==> src/rtl/axi_err_responder.sv <==
`default_nettype none
// ============================================================================
// Module      : axi_err_responder (+ axi_err_responder_fifo helper)
// Description : Terminating AXI4+ATOP subordinate. Accepts every AW/W/AR
//               request and answers it with SLVERR without touching memory.
//               Write data is absorbed. Each write burst produces one B.
//               Each read, and each atomic that carries an R response,
//               produces len+1 R beats.
// Revision    : 1.0 - initial release
// ============================================================================

// Small synchronous FIFO. It has one write port and one read port.
// The read data is forced to zero while the FIFO is empty, so the head
// value seen downstream is well defined after reset.
module axi_err_responder_fifo #(
  parameter int WIDTH = 8,
  parameter int DEPTH = 8
) (
  input  logic             clk,
  input  logic             rst,
  input  logic             push,
  input  logic [WIDTH-1:0] wdata,
  input  logic             pop,
  output logic [WIDTH-1:0] rdata,
  output logic             full,
  output logic             empty
);
  localparam int PTR_W = (DEPTH > 1) ? $clog2(DEPTH) : 1;
  localparam int CNT_W = $clog2(DEPTH + 1);
  localparam logic [PTR_W-1:0] LAST_IDX = PTR_W'(DEPTH - 1);

  logic [WIDTH-1:0] mem [DEPTH];
  logic [PTR_W-1:0] rd_ptr;
  logic [PTR_W-1:0] wr_ptr;
  logic [CNT_W-1:0] count;
  logic             do_push;
  logic             do_pop;

  assign full    = (count == CNT_W'(DEPTH));
  assign empty   = (count == '0);
  // A push on a full FIFO is refused even when a pop happens in the same cycle.
  assign do_push = push && !full;
  assign do_pop  = pop && !empty;
  assign rdata   = empty ? '0 : mem[rd_ptr];

  // Pointer and occupancy tracking. Reset drops every queued entry.
  always_ff @(posedge clk or posedge rst) begin
    if (rst) begin
      rd_ptr <= '0;
      wr_ptr <= '0;
      count  <= '0;
    end else begin
      if (do_push) wr_ptr <= (wr_ptr == LAST_IDX) ? '0 : wr_ptr + PTR_W'(1);
      if (do_pop)  rd_ptr <= (rd_ptr == LAST_IDX) ? '0 : rd_ptr + PTR_W'(1);
      case ({do_push, do_pop})
        2'b10:   count <= count + CNT_W'(1);
        2'b01:   count <= count - CNT_W'(1);
        default: count <= count;
      endcase
    end
  end

  // Storage array. No reset is needed because the output is masked while empty.
  always_ff @(posedge clk) begin
    if (do_push) mem[wr_ptr] <= wdata;
  end
endmodule

module axi_err_responder #(
  parameter int IdWidth   = 4,
  parameter int DataWidth = 64,
  parameter int MaxTxns   = 8
) (
  input  logic                 clk_i,
  input  logic                 rst_i,
  input  logic [IdWidth-1:0]   aw_id_i,
  input  logic [7:0]           aw_len_i,
  input  logic [5:0]           aw_atop_i,
  input  logic                 aw_valid_i,
  output logic                 aw_ready_o,
  input  logic                 w_last_i,
  input  logic                 w_valid_i,
  output logic                 w_ready_o,
  output logic [IdWidth-1:0]   b_id_o,
  output logic [1:0]           b_resp_o,
  output logic                 b_valid_o,
  input  logic                 b_ready_i,
  input  logic [IdWidth-1:0]   ar_id_i,
  input  logic [7:0]           ar_len_i,
  input  logic                 ar_valid_i,
  output logic                 ar_ready_o,
  output logic [IdWidth-1:0]   r_id_o,
  output logic [DataWidth-1:0] r_data_o,
  output logic [1:0]           r_resp_o,
  output logic                 r_last_o,
  output logic                 r_valid_o,
  input  logic                 r_ready_i
);
  localparam logic [1:0] RESP_SLVERR      = 2'b10;
  localparam logic [1:0] ATOP_ATOMICSTORE = 2'b01;
  localparam int         R_W              = IdWidth + 8;

  logic               aw_needs_r;
  logic               aw_full, aw_empty, b_full, b_empty, r_full, r_empty;
  logic               aw_hs, w_last_hs, b_hs, ar_hs, r_hs;
  logic               atomic_r_push, r_push;
  logic [IdWidth-1:0] aw_head_id;
  logic [R_W-1:0]     r_push_data;
  logic [R_W-1:0]     r_head;
  logic [IdWidth-1:0] r_head_id;
  logic [7:0]         r_head_len;
  logic [7:0]         beat_cnt;

  // Every atomic except AtomicStore returns data, so it needs an R burst.
  assign aw_needs_r = (aw_atop_i != 6'd0) && (aw_atop_i[5:4] != ATOP_ATOMICSTORE);

  // Readiness comes only from FIFO state, and from the atomic class for AW.
  // AR yields to an atomic AW on the single R FIFO write port.
  assign aw_ready_o = !rst_i && !aw_full && (!aw_needs_r || !r_full);
  assign w_ready_o  = !rst_i && !aw_empty && (!w_last_i || !b_full);
  assign ar_ready_o = !rst_i && !r_full && !(aw_valid_i && aw_ready_o && aw_needs_r);

  assign aw_hs         = aw_valid_i && aw_ready_o;
  assign w_last_hs     = w_valid_i && w_ready_o && w_last_i;
  assign b_hs          = b_valid_o && b_ready_i;
  assign ar_hs         = ar_valid_i && ar_ready_o;
  assign r_hs          = r_valid_o && r_ready_i;
  assign atomic_r_push = aw_hs && aw_needs_r;
  assign r_push        = atomic_r_push || ar_hs;
  assign r_push_data   = atomic_r_push ? {aw_id_i, aw_len_i} : {ar_id_i, ar_len_i};

  // Write IDs that are waiting for the last beat of their W burst.
  axi_err_responder_fifo #(.WIDTH(IdWidth), .DEPTH(MaxTxns)) u_aw_fifo (
    .clk(clk_i), .rst(rst_i), .push(aw_hs), .wdata(aw_id_i), .pop(w_last_hs),
    .rdata(aw_head_id), .full(aw_full), .empty(aw_empty)
  );

  // Completed write bursts that are waiting for their B response.
  axi_err_responder_fifo #(.WIDTH(IdWidth), .DEPTH(MaxTxns)) u_b_fifo (
    .clk(clk_i), .rst(rst_i), .push(w_last_hs), .wdata(aw_head_id), .pop(b_hs),
    .rdata(b_id_o), .full(b_full), .empty(b_empty)
  );

  // Read and atomic bursts that are waiting for R beats, kept in push order.
  axi_err_responder_fifo #(.WIDTH(R_W), .DEPTH(MaxTxns)) u_r_fifo (
    .clk(clk_i), .rst(rst_i), .push(r_push), .wdata(r_push_data),
    .pop(r_hs && r_last_o), .rdata(r_head), .full(r_full), .empty(r_empty)
  );

  assign {r_head_id, r_head_len} = r_head;

  assign b_valid_o = !b_empty;
  assign b_resp_o  = RESP_SLVERR;
  assign r_valid_o = !r_empty;
  assign r_id_o    = r_head_id;
  assign r_data_o  = '0;
  assign r_resp_o  = RESP_SLVERR;
  assign r_last_o  = r_valid_o && (beat_cnt == r_head_len);

  // Beat index within the head R burst. It restarts after the final beat.
  always_ff @(posedge clk_i or posedge rst_i) begin
    if (rst_i) begin
      beat_cnt <= '0;
    end else if (r_hs) begin
      beat_cnt <= r_last_o ? '0 : beat_cnt + 8'd1;
    end
  end
endmodule
`default_nettype wire

==> config.mk <==
export PLATFORM = sky130hd
export DESIGN_NAME = axi_err_responder
export DESIGN_NICKNAME = d
export VERILOG_FILES = /design/src/rtl/axi_err_responder.sv
export SDC_FILE = /design/constraint.sdc
export NUM_CORES = 1
export LEC_CHECK = 0
export ABC_CLOCK_PERIOD_IN_PS = 4030
export BUFFER_PORTS_ARGS = -buffer_cell sky130_fd_sc_hd__buf_2
export CORE_UTILIZATION = 41
export CTS_CLUSTER_DIAMETER = 50
export DETAILED_ROUTE_END_ITERATION = 10
export GPL_TIMING_DRIVEN = 0
export SYNTH_ARGS = -nofsm -noshare
export SYNTH_HDL_FRONTEND = slang
export SYNTH_SLANG_ARGS = --single-unit
==> constraint.sdc <==
create_clock -name clk_i -period 4.03 [get_ports clk_i]
set_clock_uncertainty 0.05 [all_clocks]
set_input_delay 0.806 -clock clk_i [delete_from_list [all_inputs] [get_ports clk_i]]
set_output_delay 0.806 -clock clk_i [all_outputs]
set_load 0.1 [all_outputs]
======== Word level (Yosys, flattened, before mapping) ========
Memory sizes are Yosys's and may differ from the RTL's.
Index checks and enable logic that the tools add are counted.
cells by class
  add/subtract/negate cells ............... 13
  equality and inequality tests ........... 17
  muxes and demuxes ....................... 20
  reduce and logical (&&, ||, !) cells .... 42
operators with widths
  kind                 count
  $mux 12              2
  $pmux 4 s2           3
  $logic_and 1x1->1    22
  $add 3x1->3 const B  6
  $eq 3x3->1 const B   6
  $mux 3               6
  $add 4x1->4 const B  3
  $eq 4x4->1 const B   3
  $logic_not 4->1      3
  $sub 4x1->4 const B  3
  $logic_not 1->1      10
  $add 8x1->8 const B  1
  $eq 8x8->1           1
  $mux 4               2
  $mux 8               1
  $eq 2x1->1 const B   3
  $eq 2x2->1 const B   3
  $mux 1               6
  $reduce_bool 2->1    3
  $reduce_bool 6->1    1
  $logic_or 1x1->1     3
  $ne 2x1->1 const B   1
word-level totals
  register bits after elaboration ......... 38
  memory bits (writable) .................. 160
  input port bits ......................... 38
  output and inout port bits .............. 82
  logic and storage cells ................. 105
  memories kept ........................... 3
memories
  memory         depth  bits a word  read ports  clocked after Yosys merged registers in  wr ports  RTL line  source
  u_r_fifo.mem   8      12           1           0                                        1         32        logic [WIDTH-1:0] mem [DEPTH];
  u_aw_fifo.mem  8      4            1           0                                        1         32
  u_b_fifo.mem   8      4            1           0                                        1         32

======== Longest topological paths before layout ========
  depth in word-level cells ............... 14
  depth in mapped cells ................... 16
  depth with buffers taken out ............ 13

======== By module ========
From an unflattened synthesis, not the netlist that was laid out.
second synthesis, totals
  cell total of the unflattened synthesis .. 597
  area total of the unflattened synthesis .. 9501.6 µm²
by module, submodules not included
  module                                   times used  cells an instance  area each (µm²)  seq. area each (µm²)
  axi_err_responder_fifo at u_r_fifo       1           208                4337.9           3133.0
  axi_err_responder_fifo at u_aw_fifo ...  2           117                1915.6           1211.2
  axi_err_responder                        1           155                1332.5           200.2

======== Least setup slack after synthesis ========
OpenSTA, ideal clock, no wires.
  path type ............................... in2out
  start point ............................. input port aw_atop_i[1]
  end point ............................... output port ar_ready_o
  data arrival time ....................... 3.940 ns
  required time ........................... 3.174 ns
  path slack .............................. -0.766 ns
  cell stages on the path ................. 5
  path buffers ............................ 1
  cell sequence ........................... nor4_1 > o21bai_1 > nand4_1 > clkbuf_1 > nor3b_1
on the way
  word-level cells in the longest chain between the ends .. 9
RTL lines
  item                   RTL line  source
  from (decl)            78        input logic [5:0] aw_atop_i,
  $reduce_bool 6->1 (*)  115       assign aw_needs_r = (aw_atop_i != 6'd0) && (aw_atop_i[5:4] != ATOP_ATOMICSTORE);
  $logic_and 1x1->1 (*)  115
  $logic_not 1->1        119       assign aw_ready_o = !rst_i && !aw_full && (!aw_needs_r || !r_full);
  $logic_or 1x1->1       119
  $logic_and 1x1->1      119
  $logic_and 1x1->1      121       assign ar_ready_o = !rst_i && !r_full && !(aw_valid_i && aw_ready_o && aw_needs_r);
  $logic_and 1x1->1 (*)  121
  $logic_not 1->1 (*)    121
  $logic_and 1x1->1 (*)  121
  to (decl)              91        output logic ar_ready_o,
Mark *: on every way between the ends. The rest lies on a longest branch, timed or not.

======== Worst setup path in the final report ========
  start point ............................. register u_r_fifo.rd_ptr[2]
  end point ............................... output port r_last_o
on the way
  word-level cells in the longest chain between the ends .. 4
RTL lines
  item                    RTL line  source
  from (decl)             33        logic [PTR_W-1:0] rd_ptr;
  from (signal assigned)  54        if (do_pop) rd_ptr <= (rd_ptr == LAST_IDX) ? '0 : rd_ptr + PTR_W'(1);
  $mem_v2 8x12            n/a
  $mux 12                 44        assign rdata = empty ? '0 : mem[rd_ptr];
  $eq 8x8->1              158       assign r_last_o = r_valid_o && (beat_cnt == r_head_len);
  $logic_and 1x1->1       158
  to (decl)               95        output logic r_last_o,
No other way between the ends.

==> results.ini <==
[clock_tree]
htreeDepth = 4
clk_pin_slew_ns = 0.07
cts_made_buffers = 17
clock_path_buffers = 2
cts.sinks = 198
hold_buffers = 0
cts_tree = yes
clock_latency_ns = 0.43
cts_root_buf = clkbuf_16

[sta]
drv_slew = 0
timing.fmax_mhz = 265.5
final.period_utilization_pct = 93.47
worstMarginPinSlew_ns = 1.304
rsz0062_at_grt = false
setup_violations = 0
hold_viol_final = 0
fin_crit_ns = 3.767
slew_headroom_pct = 12.29

[power_and_ir_drop]
power_frac_seq_pct = 41.0
finalPower_mw = 7.083
switching_share_pct = 38.09
power_density_nw_per_um2 = 656.0
power_leakage_nw = 4.184
power.internal_mw = 4.385
pwr-share-comb_pct = 35.0
clkPwrFrac_pct = 24.0
power_switching_mw = 2.698
peakVddDrop_mv = 0.4202

[critical_path]
rrSetupSlack_ns = 0.30
critPathSlowestCell = mux2i_1
worstPathArrival_ns = 2.91
ff2ff_path_depth = 11
cp_top_family = buffers and inverters
path_cells = buf_2 > buf_2 > mux2i_1 > xor2_1 > nand3_1 > nor4_4 > buf_4 > buf_4
r2r-end = u_b_fifo.count[3]$_DFFE_PP0P_
worstSetupPathType = reg -> out
crit_path_end_kind = primary output
crit_buf_inv = 4
worstPathRequired_ns = 3.17
cp_max_fo = 10
cp-start-kind = register
r2r-start = u_aw_fifo.count[0]$_DFFE_PP0P_
critical_path.max_stage_delay_ns = 0.40

[layout]
fillers = 1843
drive_gt1_share_pct = 32.44
final-instance-count-excl-fill = 1029
final_common_cell = edfxtp_1
area_growth_pct = 18.04
utilization_pct = 49.48
final_cell_mix = edfxtp_1 (160), buf_4 (72), conb_1 (68)
nNetsFinal = 799
fin_area_sq_um = 10800
antennaDiodeCount = 0

[synth]
synth.area.top_cells = edfxtp_1 (53%), dfrtp_1 (10%), mux4_2 (8.9%), buf_4 (5.6%), mux2i_1 (3.4%)
ys_warn_count = 0
ys_ff_latch = 198
synth-async-reset-ratio_pct = 19.19
yosysTopAreaCellShare_pct = 52.52
netlist_area_sq_um = 9148
syn_area_per_cell_sq_um = 15.45
synth_edf_count = 160
yosysSeqAreaShare_pct = 62.92
synth.largest_area_cell = edfxtp_1
ys_types = 45
synth_ff_type = edfxtp_1
synthCells = 592

[hold_path]
hold_depth = 1
min_path_type = reg -> reg
hold_path_startpoint = u_aw_fifo.count[3]$_DFFE_PP0P_
hold_end = u_aw_fifo.count[3]$_DFFE_PP0P_

[global_routing]
grtUsageTotal_pct = 15.67
grt_pass1_vias = 4868
grt_max_degree = 40
gr-total-overflow = 0
use_met1_pct = 21.29
antenna_found_initial = 0
grtUsageMet3_pct = 3.042
grt.met2_usage_pct = 25.32
grt_pass1_wl_mm = 26.37
grt_busiest_layer = met2

[place]
dp.cells = 996
numPortBuffers = 51
dp_hpwl_mm = 12.52
gp_congestion = 0.7638
dpl_cell_area_sq_um = 10160

[detailed_routing]
routed_wl_mm = 16.99
remaining_drc_errors = 0
ant_nets = 0
firstDrtPassIters = 5
drtIter0Drc = 312
vias = 5014
viasPerCell = 4.873
wl_per_cell_um = 16.51

[floorplanning]
die_area_sq_um = 22910
die_h_um = 151.4
die_w_um = 151.4
ios = 120
start_util_pct = 41.92
rows = 54
core_area_sq_um = 21820

[flow_run]
drv_cap = 0

[status]
outcome = finished, final reports clean

-- how the worst max path moves through the flow --
stage | slack (ns) | to | depth (start not counted) | start
after floorplan | -0.31 | u_r_fifo.count[3]$_DFFE_PP0P_ | 16 | u_r_fifo.rd_ptr[0]$_DFFE_PP0P_
after global placement | -1.31 | u_r_fifo.mem[3][4]$_DFFE_PP_ | 6 | rst_i
after detailed placement | -0.26 | ar_ready_o | 6 | u_r_fifo.count[0]$_DFFE_PP0P_
after CTS | 0.02 | r_last_o | 8 | u_r_fifo.rd_ptr[0]$_DFFE_PP0P_
after global routing | 0.09 | r_last_o | 8 | u_r_fifo.rd_ptr[2]$_DFFE_PP0P_
final | 0.26 | r_last_o | 8 | u_r_fifo.rd_ptr[2]$_DFFE_PP0P_
-- synthesized netlist by cell type, types with 5 or more instances --
cell type  number
nor4_1          5
nor3b_1         8
xnor2_1         8
nor3_1         14
nand2_1        31
nand2b_1        7
mux2i_1        31
edfxtp_1      160
nor2_1         31
mux4_2         36
dfrtp_1        38
clkbuf_1       10
nand3_1         6
buf_4          68
ha_1           22
a21o_1         11
a21oi_1         8
xor2_1         12
o21ai_0         8
inv_1          16
or3_1           5
mux2_2         17
-- logic make-up (layout without fill, tap and decap cells) --
group,after synthesis,count (layout),synth area share [%]
flip-flops,198,198,62.92
AND/OR/NAND/NOR,122,122,6.784
buffers and inverters,103,194,7.304
multiplexers,87,87,14.84
AO/OA/AOI/OAI,35,35,2.490
adder cells (fa/ha/maj),25,25,3.666
XOR/XNOR,20,20,1.915
other,2,68,0.08210
-- layout make-up --
type | count | area, sq um | share of cell area, %
flip-flops and latches | 198 | 5756 | 53.30
multi-input cells | 357 | 3068 | 28.41
well taps | 280 | 350.3 | 3.244
repair buffers | 60 | 354.1 | 3.279
plain buffers | 86 | 611.8 | 5.666
clock inverters | 12 | 131.4 | 1.217
clock buffers | 20 | 466.7 | 4.322
inverters | 16 | 60.06 | 0.5562
-- timing repair --
action | 4_1_cts | 5_1_grt
setup endpoints to repair | 2 | 7
pin swaps | 0 | 1
gates cloned | 0 | 0
setup buffers | 0 | 2
resized for setup | 7 | 1
-- power groups by stage --
stage / clock network [mW] / logic (mW) / registers (mW)
after floorplan: 0 / 2.02 / 2.86
after global placement: 0 / 2.37 / 2.90
after detailed placement: 0 / 2.50 / 2.93
after CTS: 1.73 / 2.51 / 2.90
after global routing: 1.81 / 2.69 / 2.95
final: 1.70 / 2.48 / 2.90
-- sequential cells by signal (all words and copies together) (netlist names) --
signal / cells
u_b_fifo.rd_ptr: 3
u_aw_fifo.mem: 32
beat_cnt: 8
u_aw_fifo.count: 4
u_aw_fifo.wr_ptr: 3
u_r_fifo.wr_ptr: 3
u_r_fifo.mem: 96
u_b_fifo.wr_ptr: 3
u_b_fifo.mem: 32
u_r_fifo.count: 4
u_aw_fifo.rd_ptr: 3
u_b_fifo.count: 4
u_r_fifo.rd_ptr: 3
-- through the flow --
step | TNS, ns | worst slack [ns] | hold WS, ns
after global placement | -91.55 | -1.314 | 0.4306
after global routing | 0 | 0.09237 | 0.4818
after floorplan | -0.6220 | -0.3110 | 0.4064
final | 0 | 0.2632 | 0.4525
after CTS | 0 | 0.01832 | 0.4513
after detailed placement | -0.2639 | -0.2639 | 0.4339
-- per-layer routing --
metal / wire, um / share of wire (%) / up-vias
met5: 0 / 0 / -
met4: 221 / 1.3 / 0
met3: 887 / 5.2 / 17
met2: 8201 / 48 / 154
met1: 7680 / 45 / 2475
li1: - / - / 2368
No activity file was read; power rests on OpenSTA's default activity.
